==> src/rtl/joy_serial_pkg.sv <==
// Shared types and constants for the multi-player serial joypad poller.
package joy_serial_pkg;

  localparam int unsigned MAX_PLAYERS = 4;
  localparam int unsigned OUT_W       = 16;

  typedef enum logic [2:0] {
    IDLE   = 3'd0,
    LOAD   = 3'd1,
    SAMPLE = 3'd2,
    CLOCK  = 3'd3,
    UPDATE = 3'd4
  } state_t;

endpackage

==> src/rtl/joy_serial_tick.sv <==
// Phase timer: counts 0..DIV-1, flags the terminal count and wraps; restart holds it at 0.
module joy_serial_tick #(
  parameter int unsigned DIV = 24
) (
  input  logic i_clk,
  input  logic i_reset,
  input  logic i_restart,
  output logic o_done_c
);

  localparam int unsigned CNT_W = (DIV > 1) ? $clog2(DIV) : 1;

  logic [CNT_W-1:0] r_cnt;

  assign o_done_c = (r_cnt == CNT_W'(DIV - 1));

  always_ff @(posedge i_clk) begin
    if (i_reset || i_restart || o_done_c) begin
      r_cnt <= '0;
    end else begin
      r_cnt <= r_cnt + CNT_W'(1);
    end
  end

endmodule

==> src/rtl/joy_serial_mp.sv <==
// Polls up to four daisy-chained serial joypads once per frame period.
// Optional JOY_SERIAL_DEBOUNCE_EN: a player's outputs update only after two identical captures.
module joy_serial_mp
  import joy_serial_pkg::*;
#(
  parameter int unsigned NUM_PLAYERS     = 2,
  parameter int unsigned BITS_PER_PLAYER = 12,
  parameter int unsigned CLK_DIV         = 24,
  parameter int unsigned FRAME_CYCLES    = 48000
) (
  input  logic                         clk_sys,
  input  logic                         reset,
  input  logic                         enable,
  output logic                         joy_clk,
  output logic                         joy_load,
  input  logic                         joy_data,
  output logic [NUM_PLAYERS*OUT_W-1:0] joy_out,
  output logic [NUM_PLAYERS-1:0]       joy_valid,
  output logic                         frame_done
);

  localparam int unsigned TOTAL     = NUM_PLAYERS * BITS_PER_PLAYER;
  localparam int unsigned FRAME_LEN = CLK_DIV * (2 * TOTAL) + 1;
  localparam int unsigned IDX_W     = (TOTAL > 1) ? $clog2(TOTAL) : 1;
  localparam int unsigned FCNT_W    = (FRAME_CYCLES > 1) ? $clog2(FRAME_CYCLES) : 1;

  if (NUM_PLAYERS < 1 || NUM_PLAYERS > MAX_PLAYERS) begin : g_bad_players
    $error("joy_serial_mp: NUM_PLAYERS out of range");
  end
  if (BITS_PER_PLAYER < 1 || BITS_PER_PLAYER > OUT_W) begin : g_bad_bits
    $error("joy_serial_mp: BITS_PER_PLAYER out of range");
  end
  if (CLK_DIV < 1 || FRAME_CYCLES <= FRAME_LEN) begin : g_bad_frame
    $error("joy_serial_mp: FRAME_CYCLES must exceed the frame length");
  end

  state_t                              r_state;
  state_t                              w_next;
  logic [FCNT_W-1:0]                   r_frame_cnt;
  logic                                w_frame_tick;
  logic [IDX_W-1:0]                    r_idx;
  logic [TOTAL-1:0]                    r_cap;
  logic                                w_phase_done;
  logic                                w_phase_restart;
  logic                                w_last_bit;
  logic                                r_joy_clk;
  logic                                r_joy_load;
  logic [NUM_PLAYERS*OUT_W-1:0]        r_joy_out;
  logic [NUM_PLAYERS-1:0]              r_joy_valid;
  logic                                r_frame_done;
  logic [NUM_PLAYERS-1:0][OUT_W-1:0]   w_word;
  logic [NUM_PLAYERS-1:0]              w_conn;
  logic [NUM_PLAYERS-1:0]              w_upd;

  assign joy_clk    = r_joy_clk;
  assign joy_load   = r_joy_load;
  assign joy_out    = r_joy_out;
  assign joy_valid  = r_joy_valid;
  assign frame_done = r_frame_done;

  // Free-running poll period; the wrap is the frame start request.
  assign w_frame_tick = (r_frame_cnt == FCNT_W'(FRAME_CYCLES - 1));

  always_ff @(posedge clk_sys) begin
    if (reset || w_frame_tick) begin
      r_frame_cnt <= '0;
    end else begin
      r_frame_cnt <= r_frame_cnt + FCNT_W'(1);
    end
  end

  assign w_phase_restart = (r_state == IDLE) || (r_state == UPDATE);
  assign w_last_bit      = (r_idx == IDX_W'(TOTAL - 1));

  joy_serial_tick #(
    .DIV (CLK_DIV)
  ) u_tick (
    .i_clk     (clk_sys),
    .i_reset   (reset),
    .i_restart (w_phase_restart),
    .o_done_c  (w_phase_done)
  );

  always_comb begin
    w_next = r_state;
    case (r_state)
      IDLE:    if (w_frame_tick && enable) w_next = LOAD;
      LOAD:    if (w_phase_done) w_next = SAMPLE;
      SAMPLE:  if (w_phase_done) w_next = w_last_bit ? UPDATE : CLOCK;
      CLOCK:   if (w_phase_done) w_next = SAMPLE;
      UPDATE:  w_next = IDLE;
      default: w_next = IDLE;
    endcase
  end

  // Pad strobes are registered from the next state so they line up with r_state.
  always_ff @(posedge clk_sys) begin
    if (reset) begin
      r_state    <= IDLE;
      r_idx      <= '0;
      r_cap      <= '0;
      r_joy_load <= 1'b1;
      r_joy_clk  <= 1'b0;
    end else begin
      r_state    <= w_next;
      r_joy_load <= (w_next != LOAD);
      r_joy_clk  <= (w_next == CLOCK);
      if (r_state == SAMPLE && w_phase_done) begin
        r_cap[r_idx] <= ~joy_data;
      end
      if (r_state == CLOCK && w_phase_done) begin
        r_idx <= r_idx + IDX_W'(1);
      end else if (r_state == UPDATE) begin
        r_idx <= '0;
      end
    end
  end

`ifdef JOY_SERIAL_DEBOUNCE_EN
  logic [TOTAL-1:0] r_prev;

  always_ff @(posedge clk_sys) begin
    if (reset) begin
      r_prev <= '0;
    end else if (r_state == UPDATE) begin
      r_prev <= r_cap;
    end
  end
`endif

  // An all-ones field means the data line sat low: no pad in that slot.
  for (genvar p = 0; p < NUM_PLAYERS; p++) begin : g_player
    logic [BITS_PER_PLAYER-1:0] w_field;
    assign w_field   = r_cap[p*BITS_PER_PLAYER +: BITS_PER_PLAYER];
    assign w_conn[p] = ~&w_field;
    assign w_word[p] = w_conn[p] ? OUT_W'(w_field) : '0;
`ifdef JOY_SERIAL_DEBOUNCE_EN
    assign w_upd[p]  = (w_field == r_prev[p*BITS_PER_PLAYER +: BITS_PER_PLAYER]);
`else
    assign w_upd[p]  = 1'b1;
`endif
  end

  always_ff @(posedge clk_sys) begin
    if (reset) begin
      r_joy_out    <= '0;
      r_joy_valid  <= '0;
      r_frame_done <= 1'b0;
    end else begin
      r_frame_done <= (r_state == UPDATE);
      for (int p = 0; p < NUM_PLAYERS; p++) begin
        if (r_state == UPDATE && w_upd[p]) begin
          r_joy_out[p*OUT_W +: OUT_W] <= w_word[p];
          r_joy_valid[p]              <= w_conn[p];
        end
      end
    end
  end

endmodule
==> config.mk <==
export PLATFORM = sky130hd
export DESIGN_NAME = joy_serial_mp
export DESIGN_NICKNAME = d
export VERILOG_FILES = /design/src/rtl/joy_serial_pkg.sv /design/src/rtl/joy_serial_tick.sv /design/src/rtl/joy_serial_mp.sv
export SDC_FILE = /design/constraint.sdc
export NUM_CORES = 1
export LEC_CHECK = 0
export BUFFER_PORTS_ARGS = -buffer_cell sky130_fd_sc_hd__buf_2
export CAP_MARGIN = 20
export CELL_PAD_IN_SITES_DETAIL_PLACEMENT = 0
export CELL_PAD_IN_SITES_GLOBAL_PLACEMENT = 1
export CORE_ASPECT_RATIO = 1.1
export CORE_MARGIN = 4
export CORE_UTILIZATION = 35
export CTS_CLUSTER_DIAMETER = 60
export CTS_CLUSTER_SIZE = 28
export DETAILED_ROUTE_END_ITERATION = 16
export GPL_TIMING_DRIVEN = 0
export PLACE_DENSITY_LB_ADDON = 0.05
export RECOVER_POWER = 100
export SLEW_MARGIN = 40
export SYNTH_ARGS = -nofsm -noshare
export SYNTH_HDL_FRONTEND = slang
export SYNTH_SLANG_ARGS = --single-unit
==> constraint.sdc <==
create_clock -name clk_sys -period 2.5 [get_ports clk_sys]
set_clock_uncertainty 0.1 [all_clocks]
set_input_delay 0.125 -clock clk_sys [delete_from_list [all_inputs] [get_ports clk_sys]]
set_output_delay 0.125 -clock clk_sys [all_outputs]
set_load 0.01 [all_outputs]
==> results.md <==
* DRT antenna net count at 0
* Final min period at 2250 ps
* Drt via density at 5.27
* # nets final at 416
* Synth Cell Area at 0.00345 mm2
* Crit. End Element: flip-flop
* Cell count after synthesis at 354
* DRC at 0
* Synth unique cells at 50
* Die area at 0.0115 mm2
* Largest cells by area after synthesis: dfxtp_1, a311oi_1, a31oi_1, a22o_1, nor2_1
* Leak at 1.34 nW
* Yosys Warn Count at 0
* Root Buffer: clkbuf_8
* Core footprint at 0.00949 mm2
* Routed wire per std cell at 16.2 um
* Slowest cell on crit path: nor3_4
* DR pass1 iterations at 4
* Final instance area at 0.00396 mm2
* Initial antenna violation count at 0
* Post-synth EDFFs at 0
* Top-count cell post-synth: dfxtp_1
* Bufs and invs on worst path at 1
* DR iter-0 viols at 134
* Post-CTS setup buffers at 0
* Layout cells sized above 1 at 12.7%
* Yosys top cell by area: dfxtp_1
* Pre-CTS setup slack at 463 ps
* WHS Endpoint: r_state[0]
* Max VDD drop at 314 uV
* Fin. Hold Viols at 0
* Final period utilization at 89.8%
* HP Start: enable
* Clk_lat worst skew at 360 ps
* Cells along the critical path: ha_1 -> nand4b_4 -> nor3_4 -> and2_2 -> clkbuf_1 -> a311oi_1
* Routability Congestion at 0.758
* Sequential area share after synthesis at 47.5%
* WHS at 12.5 ps
* Wire length of the first global-routing pass at 14.2 mm
* Post-route insts no fill at 528
* Largest net degree at the start of global routing at 16
* Die X at 103 um
* CP required at 2610 ps
* Via count at 2784
* Synth top area share at 47.5%
* Tot GR Track Use at 15.7%
* Async set-reset flop share out of synthesis at 0%
* Clock buffer count from CTS at 9
* Placed instance area at 0.00379 mm2
* Hold/Removal Path Class: in -> reg
* Fmax at 445 MHz
* Cell Pwr Density at 597 mW/mm2
* Reg2Reg Depth at 6
* Setup ws final at 255 ps
* CTS Sinks at 82
* Worst R2R Setup Slack at 250 ps
* Setup TNS at 0 ps
* Max Slew Vio Count at 0
* PortBufs at 32
* Die H at 112 um
* Worst R2R End: r_cap[8]
* CTS Buffer Depth at 2
* WS Path Type: reg -> reg
* MaxCap Viol Count at 0
* Placed insts at 510
* Most instantiated cells after synthesis: dfxtp_1, nor2_1, a31oi_1
* RSZ-0062 raised after global routing: no
* Setup Viol. Count Final at 0
* Seq cells post-synth at 82
* Ports at 41
* Hold Path Stages at 3
* Synthesized area per cell at 9.76 um2
* Worst-Margin Slew at 676 ps
* Area delta synth->final at 14.6%
* CTS tree: yes
* CP delay by family, top: simple AND/OR/NAND/NOR gates
* Most used flip-flop cell after synthesis: dfxtp_1
* Worst path max stage delay at 450 ps
* Vias in the first global route at 2746
* H-Tree Depth at 3
* Routed WL at 8.55 mm
* Crit start category: flip-flop
* Rows at 37
* CP Max Fanout at 10
* Total Power at 2.36 mW
* Run status: completed
* Normalized max-slew margin at 54.8%
* Worst Path Arrival at 2350 ps
* N_diodes at 0
* Initial Util at 36.4%
* Final design utilization at 41.7%
* DP HPWL at 6.15 mm
* CTS clk-pin slew, worst paths at 90 ps
* Gr ovfl total at 0
* Filler cells at 949
* Reg-to-reg startpoint: u_tick.r_cnt[0]
## worst max-delay path by stage
stage	startpoint	to	slack, ps	depth (start not counted)
2_1_floorplan	u_tick.r_cnt[0]	r_cap[16]	780	6
3_3_place_gp	u_tick.r_cnt[0]	r_cap[8]	440	6
3_5_place_dp	r_state[2]	joy_out[11]	460	4
4_1_cts	u_tick.r_cnt[0]	r_cap[10]	410	6
5_1_grt	r_idx[0]	r_cap[23]	130	6
6_report	u_tick.r_cnt[0]	r_cap[8]	250	6
## power by group
group / total (mW) / internal (mW) / switching (mW)
Sequential: 1.31 / 1.31 / 0.00417
Combinational: 0.0625 / 0.0209 / 0.0416
Clock: 0.987 / 0.468 / 0.519
## layout by cell type (no fill, tap or decap), drive strengths merged, types with 8 or more instances in the layout
cell,Yosys,routed
a311oi,20,20
xnor2,13,13
a31oi,24,24
conb,1,8
nand4,13,13
nor3,8,8
nand3,17,17
clkbuf,10,55
a21oi,10,10
buf,22,18
a22o,16,16
nor2,34,34
nand2,15,15
dfxtp,82,82
## state kept, by name, indices dropped and copies added (netlist names)
register and cells:
joy_clk 1, frame_done 1, joy_out 24, u_tick.r_cnt 5, r_idx 5, r_cap 24, r_frame_cnt 16, r_state 3
joy_load 1, joy_valid 2
## timing repair
| action | in CTS | in global routing |
|---|---|---|
| gates resized for setup | 0 | 0 |
| hold buffers | 2 | 0 |
| endpoints found under the hold margin | 2 | 0 |
## worst min-delay path, delay by kind of cell
kind | cells | cell delay [ps]
buffers and inverters | 1 | 100
AOI/OAI and AO/OA | 1 | 80
and+or+nand+nor | 1 | 110
## area by class of cell
class	instances	area (um2)	share of cell area, %
clock inverter	7	78.8	1.99
timing repair buffer	34	143	3.61
inverter	6	22.5	0.569
sequential	82	1640	41.5
multi-input combinational	241	1620	41.0
buffer	32	179	4.52
tap	117	146	3.70
clock buffer	9	124	3.13
## logic make-up (layout without fill, tap and decap cells)
group                      after synthesis  count (layout)  share of synthesized area, %
and+or+nand+nor                        121             121                          20.4
AOI/OAI and AO/OA                       88              88                          19.0
DFF                                     82              82                          47.5
buffers and inverters                   38              88                          6.16
xor gates and xnor gates                17              17                          4.31
adders and majority gates                6               6                          2.17
other                                    1               8                         0.109
muxes                                    1               1                         0.326
## routing by layer
| metal | share of wire [%] | up-vias | track usage (%) |
|---|---|---|---|
| met5 | 0 | - | 0 |
| met2 | 47 | 62 | 25.5 |
| met4 | 2.2 | 0 | 5.51 |
| met3 | 4.2 | 14 | 2.42 |
| li1 | - | 1409 | - |
| met1 | 47 | 1299 | 20.9 |
No activity file was read; power rests on OpenSTA's default activity.
